### src/rtl/fmap_streamer.sv
// Streams one FIG_WIDTH x FIG_HEIGHT feature map, in row-major order, out of a synchronous-read SRAM.
// Reads are credit-limited so that the 2-entry output FIFO can never overflow under backpressure.
module fmap_streamer #(
   parameter int WORDWIDTH  = 32,
   parameter int FIG_WIDTH  = 28,
   parameter int FIG_HEIGHT = 28,
   parameter int ADDRLEN    = 16
) (
   input  logic                 clk,
   input  logic                 rst,
   input  logic                 start,
   input  logic [ADDRLEN-1:0]   base_addr,
   output logic                 mem_en,
   output logic [ADDRLEN-1:0]   mem_addr,
   input  logic [WORDWIDTH-1:0] mem_rdata,
   output logic [WORDWIDTH-1:0] dout,
   output logic                 out_valid,
   input  logic                 out_ready,
   output logic                 out_last,
   output logic                 busy,
   output logic                 done
);

   localparam int N  = FIG_WIDTH * FIG_HEIGHT;
   localparam int CW = $clog2(N + 1);

   typedef enum logic [1:0] {IDLE, RUN, DRAIN, DONE} state_t;

   state_t               state, state_nxt;
   logic [ADDRLEN-1:0]   base_q, addr_q, issue_addr;
   logic [CW-1:0]        issue_idx, xfer_idx;
   logic                 inflight;
   logic [WORDWIDTH-1:0] fifo_mem [2];
   logic                 wr_ptr, rd_ptr;
   logic [1:0]           fifo_count;
   logic                 push, pop;

   assign out_valid  = (fifo_count != 2'd0);
   assign dout       = fifo_mem[rd_ptr];
   assign pop        = out_valid & out_ready;
   assign push       = inflight;
   assign out_last   = out_valid && (xfer_idx == CW'(N - 1));
   assign issue_addr = base_q + ADDRLEN'(issue_idx);
   assign mem_addr   = mem_en ? issue_addr : addr_q;
   assign busy       = (state != IDLE);
   assign done       = (state == DONE);

   // NOTE: every output of a combinational block gets a default first so no path can infer a latch.
   always_comb begin
      state_nxt = state;
      mem_en    = 1'b0;
      case (state)
         IDLE:  if (start) state_nxt = RUN;
         RUN: begin
            // Credits: words in the FIFO plus the read in flight, less this cycle's pop, must stay below 2.
            mem_en = ({1'b0, fifo_count} + {2'b00, inflight}) < (3'd2 + {2'b00, pop});
            if (mem_en && (issue_idx == CW'(N - 1))) state_nxt = DRAIN;
         end
         DRAIN: if (pop && out_last) state_nxt = DONE;
         DONE:  state_nxt = IDLE;
         default: state_nxt = IDLE;
      endcase
   end

   // NOTE: sequential state uses non-blocking assignments so every register samples pre-edge values.
   always_ff @(posedge clk) begin
      if (rst) begin
         state      <= IDLE;
         base_q     <= '0;
         addr_q     <= '0;
         issue_idx  <= '0;
         xfer_idx   <= '0;
         inflight   <= 1'b0;
         wr_ptr     <= 1'b0;
         rd_ptr     <= 1'b0;
         fifo_count <= 2'd0;
         // NOTE: the two FIFO words are reset because dout exposes the head directly and must read 0.
         fifo_mem[0] <= '0;
         fifo_mem[1] <= '0;
      end else begin
         state    <= state_nxt;
         inflight <= mem_en;
         if (state == IDLE && start) begin
            base_q    <= base_addr;
            issue_idx <= '0;
            xfer_idx  <= '0;
         end
         if (mem_en) begin
            issue_idx <= issue_idx + 1'b1;
            addr_q    <= issue_addr;
         end
         if (push) begin
            fifo_mem[wr_ptr] <= mem_rdata;
            wr_ptr           <= ~wr_ptr;
         end
         if (pop) begin
            rd_ptr   <= ~rd_ptr;
            xfer_idx <= xfer_idx + 1'b1;
         end
         case ({push, pop})
            2'b10:   fifo_count <= fifo_count + 2'd1;
            2'b01:   fifo_count <= fifo_count - 2'd1;
            default: fifo_count <= fifo_count;
         endcase
      end
   end

endmodule

### config.mk
export PLATFORM = sky130hd
export DESIGN_NAME = fmap_streamer
export DESIGN_NICKNAME = d
export VERILOG_FILES = /design/src/rtl/fmap_streamer.sv
export SDC_FILE = /design/constraint.sdc
export NUM_CORES = 1
export LEC_CHECK = 0
export BUFFER_PORTS_ARGS = -buffer_cell sky130_fd_sc_hd__buf_2
export CORE_MARGIN = 2
export CORE_UTILIZATION = 41
export DETAILED_ROUTE_END_ITERATION = 16
export GPL_TIMING_DRIVEN = 0
export PLACE_DENSITY = 0.65
export SYNTH_ARGS = -nofsm -noshare
export SYNTH_HDL_FRONTEND = slang
export SYNTH_SLANG_ARGS = --single-unit
export TNS_END_PERCENT = 100
### constraint.sdc
create_clock -name clk -period 4.59 [get_ports clk]
set_clock_uncertainty 0.1 [all_clocks]
set_input_delay 0.6885 -clock clk [delete_from_list [all_inputs] [get_ports clk]]
set_output_delay 0.6885 -clock clk [all_outputs]
set_load 0.05 [all_outputs]
==> results by group, run 1 <==
Timing
  • Measured slew at the worst slew-check pin: 0.6384 ns
  • Min Tclk post-route: 4.043 ns
  • Final period utilization: 88.09%
  • RSZ-0062 raised after global routing: no
  • Number of setup violations in the final report: 0
  • Fmax: 247.3 MHz
  • WHS: 0.3593 ns
  • Slew HR: 57.28%
  • Slew Limit Fails: 0
  • Final Hold Viols: 0

Logic synthesis
  • Post-Synth Simple-Gate Area: 20.52%
  • Sequential element share of the synthesized area: 52.69%
  • Distinct cells, synth: 48
  • Compound-Gate Fraction of Synth Area: 10.43%
  • XOR/XNOR Fraction of Synth Area: 1.773%
  • Post-synthesis mux area share: 7.346%
  • Top_reg_cell synth: edfxtp_1
  • Largest family of logic cells by synthesized area: simple AND/OR/NAND/NOR gates
  • Number of synthesized flops with an enable pin: 64
  • Register bit total from synthesis: 124
  • Area share of fa/ha/maj cells after synthesis: 4.560%
  • Async set-reset flop share out of synthesis: 0%
  • Net count after synthesis: 649
  • Post-Syn Area: 0.005927 sq mm
  • Post-synthesis instance total: 576
  • Synth Warn #: 0
  • Syn avg cell area: 10.29 sq um

Critical path
  • Crit Path Category: reg -> out
  • Worst Path Required: 3.80 ns
  • R2R depth: 8
  • Reg2reg end: addr_q[10]$_SDFF_PP0_
  • CP cell instances: ha_1 -> fa_1 -> a21oi_1 -> o21ai_0 -> a2111oi_4 -> o21a_1 -> nor2_1 -> o21ai_0 -> buf_2
  • Worst endpoint data arrival time: 3.25 ns
  • Max incr delay on CP: 0.57 ns
  • Worst setup SP type: flop
  • Crit Path Max Fanout: 7
  • CP most frequent cell: o21ai_0
  • CP Capture Type: output port
  • Reg2reg start: issue_idx[0]$_SDFFE_PP0P_
  • Critical path's slowest cell: a2111oi_4
  • Crit path launch: issue_idx[0]$_SDFFE_PP0P_
  • Reg2reg setup slack: 1.78 ns

Final layout
  • Fillers: 1241
  • Area grow syn2layout: 23.20%
  • Commonest cells after routing, fill and taps aside: buf_2, and2_1, nand2_1, edfxtp_1, dfxtp_1
  • Commonest non-fill, non-tap cell in the layout: buf_2
  • Final nets: 773
  • Ant diodes: 0
  • Fin area: 0.007302 sq mm
  • Layout cells sized above 1: 24.96%

Global routing
  • Vias in the first global route: 4587
  • Initial antenna violation count: 0
  • Largest net degree at the start of global routing: 18
  • GRT Overall Usage: 18.08%
  • Gr ovfl total: 0
  • First-pass GRT wire length: 22540 um

Power and ir drop
  • PwrDens: 575.7 mW/mm^2
  • Maximum vdd drop: 0.4921 mV
  • P_int: 2.552 mW
  • Leakage: 3.065 nW
  • Seq pwr share: 33.6%
  • Sw power: 1.652 mW
  • Clk network pwr share: 29.8%
  • Comb power frac: 36.6%
  • Switch share: 39.30%

CTS
  • TritonCTS buffer count: 17
  • Setup Fix Bufs, Post-CTS: 0
  • Worst-path clk slew: 0.05 ns
  • Post-cts repair resize count: 0
  • CTS tree: yes
  • H-tree depth: 4
  • Hold buffers post-CTS: 0
  • Clk_lat worst skew: 0.41 ns
  • Clock root buffer: clkbuf_16
  • Clock Sinks: 124
  • Clock Tree Buf Depth: 2

Placement
  • Detailed placement HPWL: 9707 um
  • IO buf count: 103
  • RePlAce Congestion: 0.8370
  • Dpl cell area: 0.006745 sq mm

Route
  • WL per Instance: 15.07 um
  • Initial DRC count: 323
  • Vias/cell: 5.160
  • WL final: 13450 um
  • Residual DRC: 0
  • TritonRoute pass-1 iters: 5
  • Total number of vias: 4608
  • DRT antenna net count: 0

Floorplan
  • Num ports: 105
  • Num rows: 43
  • Die area: 0.01543 sq mm
  • Core footprint: 0.01399 sq mm
  • Die X-Extent: 124.2 um
  • Initial core utilization: 42.37%
  • Die Span Y: 124.2 um

Worst hold path
  • Hold path startpoint: addr_q[3]$_SDFF_PP0_
  • WHS Endpoint: addr_q[3]$_SDFF_PP0_
  • Hold path depth: 2
  • Min-Delay Path Class: reg -> reg

Run
  • Max-cap violation count: 0

Run status
  • Status: finished, final reports clean
-- layer usage --
metal	wire length, um	track usage [%]
met1	6232	23.95
met2	6360	28.64
met3	716	4.475
met4	146	6.874
met5	0	0
-- kinds of logic after synthesis --
family / count (synthesis)
and+or+nand+nor: 236
AOI/OAI and AO/OA: 102
buffers and inverters: 42
muxes: 39
DFF: 124
xor gates and xnor gates: 12
adders and majority gates: 21
-- sequential cells by signal, indices dropped and copies added, names as in the netlist, named ones only --
signal	cells
base_q	16
wr_ptr	1
fifo_mem	64
fifo_count	2
rd_ptr	1
issue_idx	10
state	2
addr_q	16
xfer_idx	10
inflight	1
-- worst max-delay path by stage --
stage,depth (start not counted),end,slack [ns]
after floorplan,8,mem_addr[12],0.75
after global placement,2,fifo_mem[0][11]$_SDFFCE_PN0P_,-0.18
after detailed placement,9,mem_addr[9],1.00
after CTS,9,mem_addr[14],0.55
after global routing,9,mem_addr[14],0.38
final,9,mem_addr[14],0.55
-- cell type report --
type / count / area [sq um] / area share, %
Sequential cell: 124 / 3123 / 42.77
Clock inverter: 14 / 127.6 / 1.748
Tap cell: 180 / 225.2 / 3.084
Inverter: 14 / 52.55 / 0.7197
Clock buffer: 18 / 429.2 / 5.877
Multi-Input combinational cell: 410 / 2668 / 36.53
Buffer: 28 / 106.4 / 1.456
Timing Repair Buffer: 105 / 570.5 / 7.814
-- Yosys cell counts (10+ instances only) --
master / n / area share [%]
dfxtp_1: 60 / 20
mux2_2: 36 / 6.8
clkbuf_1: 22 / 1.4
a21oi_1: 50 / 4.2
edfxtp_1: 64 / 32
and2_1: 73 / 7.7
ha_1: 20 / 4.2
nor3_1: 11 / 0.93
nand2_1: 71 / 4.5
nor2_1: 37 / 2.3
inv_1: 13 / 0.82
o21ai_0: 21 / 1.8
xnor2_1: 10 / 1.5
nand3_1: 13 / 1.1
-- metrics by stage --
stage	total power, mW	utilization, %	setup WS [ns]	instances	setup TNS (ns)
floorplan	2.593	-	0.7465	576	0
global placement	2.937	47.67	-0.1760	859	-10.66
detailed placement	2.978	48.22	1.003	861	0
CTS	4.238	52.20	0.5482	893	0
global route	4.430	52.20	0.3794	893	0
finish	4.204	52.20	0.5467	893	0
-- power groups by stage --
| stage | logic, mW | clock network, mW | registers (mW) |
|---|---|---|---|
| detailed placement | 1.54 | 0 | 1.44 |
| finish | 1.54 | 1.25 | 1.41 |
| CTS | 1.55 | 1.28 | 1.41 |
| floorplan | 1.18 | 0 | 1.42 |
| global route | 1.67 | 1.33 | 1.43 |
| global placement | 1.50 | 0 | 1.44 |
-- worst max-delay path, delay by kind of cell (launching register included) --
family	cells	cell delay [ns]
AO/OA/AOI/OAI	5	1.48
adder cells (fa/ha/maj)	2	0.64
flip-flops	1	0.36
buffers and inverters	1	0.32
AND/OR/NAND/NOR	1	0.04
Power figures use the tool's default switching activity.
==> run 2, diff against run 1 <==
--- a/config.mk
+++ b/config.mk
@@ -6,6 +6,7 @@
 export NUM_CORES = 1
 export LEC_CHECK = 0
 export BUFFER_PORTS_ARGS = -buffer_cell sky130_fd_sc_hd__buf_2
+export CORE_ASPECT_RATIO = 1.4
 export CORE_MARGIN = 2
 export CORE_UTILIZATION = 41
 export DETAILED_ROUTE_END_ITERATION = 16
==> results by group, run 2 (same netlist as run 1, synthesis figures left out) <==
CTS
  • Setup Fix Bufs, Post-CTS: 0 (unchanged)
  • Clock Tree Buf Depth: 2 (unchanged)
  • Hold buffers post-CTS: 0 (unchanged)
  • Worst-path clk slew: 0.06 ns (about the same)
  • Clock root buffer: clkbuf_16
  • Clock Sinks: 124 (unchanged)
  • Clk_lat worst skew: 0.40 ns (about the same)
  • Post-cts repair resize count: 0 (unchanged)
  • H-tree depth: 4 (unchanged)
  • CTS tree: yes
  • TritonCTS buffer count: 17 (unchanged)

Placement
  • IO buf count: 103 (unchanged)
  • Dpl ws: 0.9329 ns (-0.06972 ns)
  • Detailed placement HPWL: 9715 um (about the same)
  • RePlAce Congestion: 0.9203 (+10%)
  • Dpl cell area: 0.006756 sq mm (+0.17%)
  • Placed insts: 870 (+1.0%)

Final layout
  • Ant diodes: 0 (unchanged)
  • Commonest cells after routing, fill and taps aside: buf_2, and2_1, nand2_1, edfxtp_1, dfxtp_1
  • Layout cells sized above 1: 25.39% (+0.42 points)
  • Largest Register: fifo_mem
  • Fin area: 0.007373 sq mm (+0.98%)
  • Post-Route Utilization: 51.51% (-0.69 points)
  • Final non-filler cell total: 902 (+1.0%)
  • Area grow syn2layout: 24.40%
  • Commonest non-fill, non-tap cell in the layout: buf_2
  • Final nets: 773 (unchanged)
  • Max FFs per register: 64 (unchanged)
  • Top flop regs: fifo_mem (64), addr_q (16), base_q (16)

Route
  • TritonRoute pass-1 iters: 4 (-1)
  • Initial DRC count: 180 (-44%)
  • DRT antenna net count: 0 (unchanged)
  • Total number of vias: 4594 (-0.30%)
  • Residual DRC: 0 (unchanged)
  • WL per Instance: 15.02 um (-0.28%)
  • WL final: 13550 um (+0.72%)
  • Vias/cell: 5.093 (-1.3%)

Critical path
  • Worst endpoint data arrival time: 3.24 ns (about the same)
  • Worst setup SP type: flop
  • WP depth: 9 (unchanged)
  • Critical path's slowest cell: a2111oi_4
  • Crit Path Category: reg -> out
  • Reg2reg start: issue_idx[0]$_SDFFE_PP0P_
  • Max incr delay on CP: 0.59 ns (+0.02 ns)
  • CP cell instances: ha_1 -> fa_1 -> a21oi_1 -> o21ai_0 -> a2111oi_4 -> o21a_1 -> nor2_1 -> o21ai_0 -> buf_2
  • Crit path launch: issue_idx[0]$_SDFFE_PP0P_
  • CP most frequent cell: o21ai_0
  • CP delay by family, top: compound AO/OA/AOI/OAI gates
  • Worst Path Required: 3.80 ns (about the same)
  • Crit Path Max Fanout: 7 (unchanged)
  • R2R depth: 8 (unchanged)
  • CP Capture Type: output port
  • Buf+Inv Stages, Crit Path: 1 (unchanged)

Timing
  • Fmax: 248.3 MHz (+0.40%)
  • Slew Limit Fails: 0 (unchanged)
  • Setup_tns: 0 ns (unchanged)
  • Slew HR: 53.32% (-4.0 points)
  • Min Tclk post-route: 4.027 ns (-0.01618 ns)
  • Number of setup violations in the final report: 0 (unchanged)
  • WHS: 0.3586 ns (-0.0007220 ns)
  • Final Hold Viols: 0 (unchanged)
  • Final period utilization: 87.74% (-0.35 points)
  • Measured slew at the worst slew-check pin: 0.7002 ns (+0.06186 ns)
  • RSZ-0062 raised after global routing: no
  • Setup ws final: 0.5629 ns (+0.01618 ns)

Run status
  • Status: finished, final reports clean

Power and ir drop
  • Seq pwr share: 32.6% (-1.0 points)
  • Clk network pwr share: 31.8% (+2.0 points)
  • Comb power frac: 35.6% (-1.0 points)
  • Maximum vdd drop: 0.2973 mV (-40%)
  • Power Total: 4.338 mW (+3.2%)
  • Switch share: 39.44% (+0.14 points)
  • P_int: 2.627 mW (+3.0%)
  • Sw power: 1.711 mW (+3.6%)
  • PwrDens: 588.4 mW/mm^2 (+2.2%)
  • Leakage: 3.083 nW (+0.58%)

Run
  • Max-cap violation count: 0 (unchanged)

Global routing
  • First-pass GRT wire length: 21780 um (-3.4%)
  • Largest net degree at the start of global routing: 19 (+1)
  • Initial antenna violation count: 0 (unchanged)
  • Vias in the first global route: 4574 (-0.28%)
  • GRT Overall Usage: 17.71% (-0.37 points)
  • Gr ovfl total: 0 (unchanged)

Floorplan
  • Die area: 0.01545 sq mm (about the same)
  • Die Span Y: 146.3 um (+18%)
  • Initial core utilization: 41.41% (-0.96 points)
  • Num ports: 105 (unchanged)
  • Core footprint: 0.01431 sq mm (+2.3%)
  • Num rows: 52 (+21%)
  • Die X-Extent: 105.6 um (-15%)

Worst hold path
  • Min-Delay Path Class: reg -> reg
  • Hold path depth: 2 (unchanged)
  • Hold path startpoint: base_q[0]$_SDFFE_PP0P_
-- run 2: power groups by stage --
stage	sequential [mW]	clock, mW	combinational (mW)
2_1_floorplan	1.42	0	1.18
6_report	1.41	1.38	1.54
3_5_place_dp	1.44	0	1.55
5_1_grt	1.43	1.46	1.67
4_1_cts	1.41	1.41	1.56
3_3_place_gp	1.44	0	1.51
-- run 2: metal layers --
metal / wire length (um) / track usage (%) / vias to the layer above / share of wire, %
met4: 195 / 6.645 / 0 / 1.4
li1: - / - / 2282 / -
met5: 0 / 0 / - / 0
met2: 7179 / 33.10 / 123 / 53
met1: 5579 / 19.64 / 2172 / 41
met3: 596 / 3.348 / 17 / 4.4
-- run 2: worst paths after layout --
path                            endpoint  slack [ns]
setup / recovery            mem_addr[12]        0.56
hold / removal    base_q[0]$_SDFFE_PP0P_        0.36
setup reg to reg   addr_q[10]$_SDFF_PP0_        1.76
hold reg to reg   base_q[0]$_SDFFE_PP0P_        0.36
-- run 2: tightest hold or removal path: stages (launching register included) --
cell and delay (ns):
dfxtp_1 0.31, nand2_1 0.05, a21oi_1 0.05
-- run 2: layout make-up --
type                            instances  area (sq um)
Tap cell                              189         236.5
Clock inverter                         15         191.4
Inverter                               14         52.55
Clock buffer                           17         425.4
Buffer                                 28         106.4
Multi-Input combinational cell        410          2668
Timing Repair Buffer                  105         570.5
Fill cell                            1348          6940
Sequential cell                       124          3123
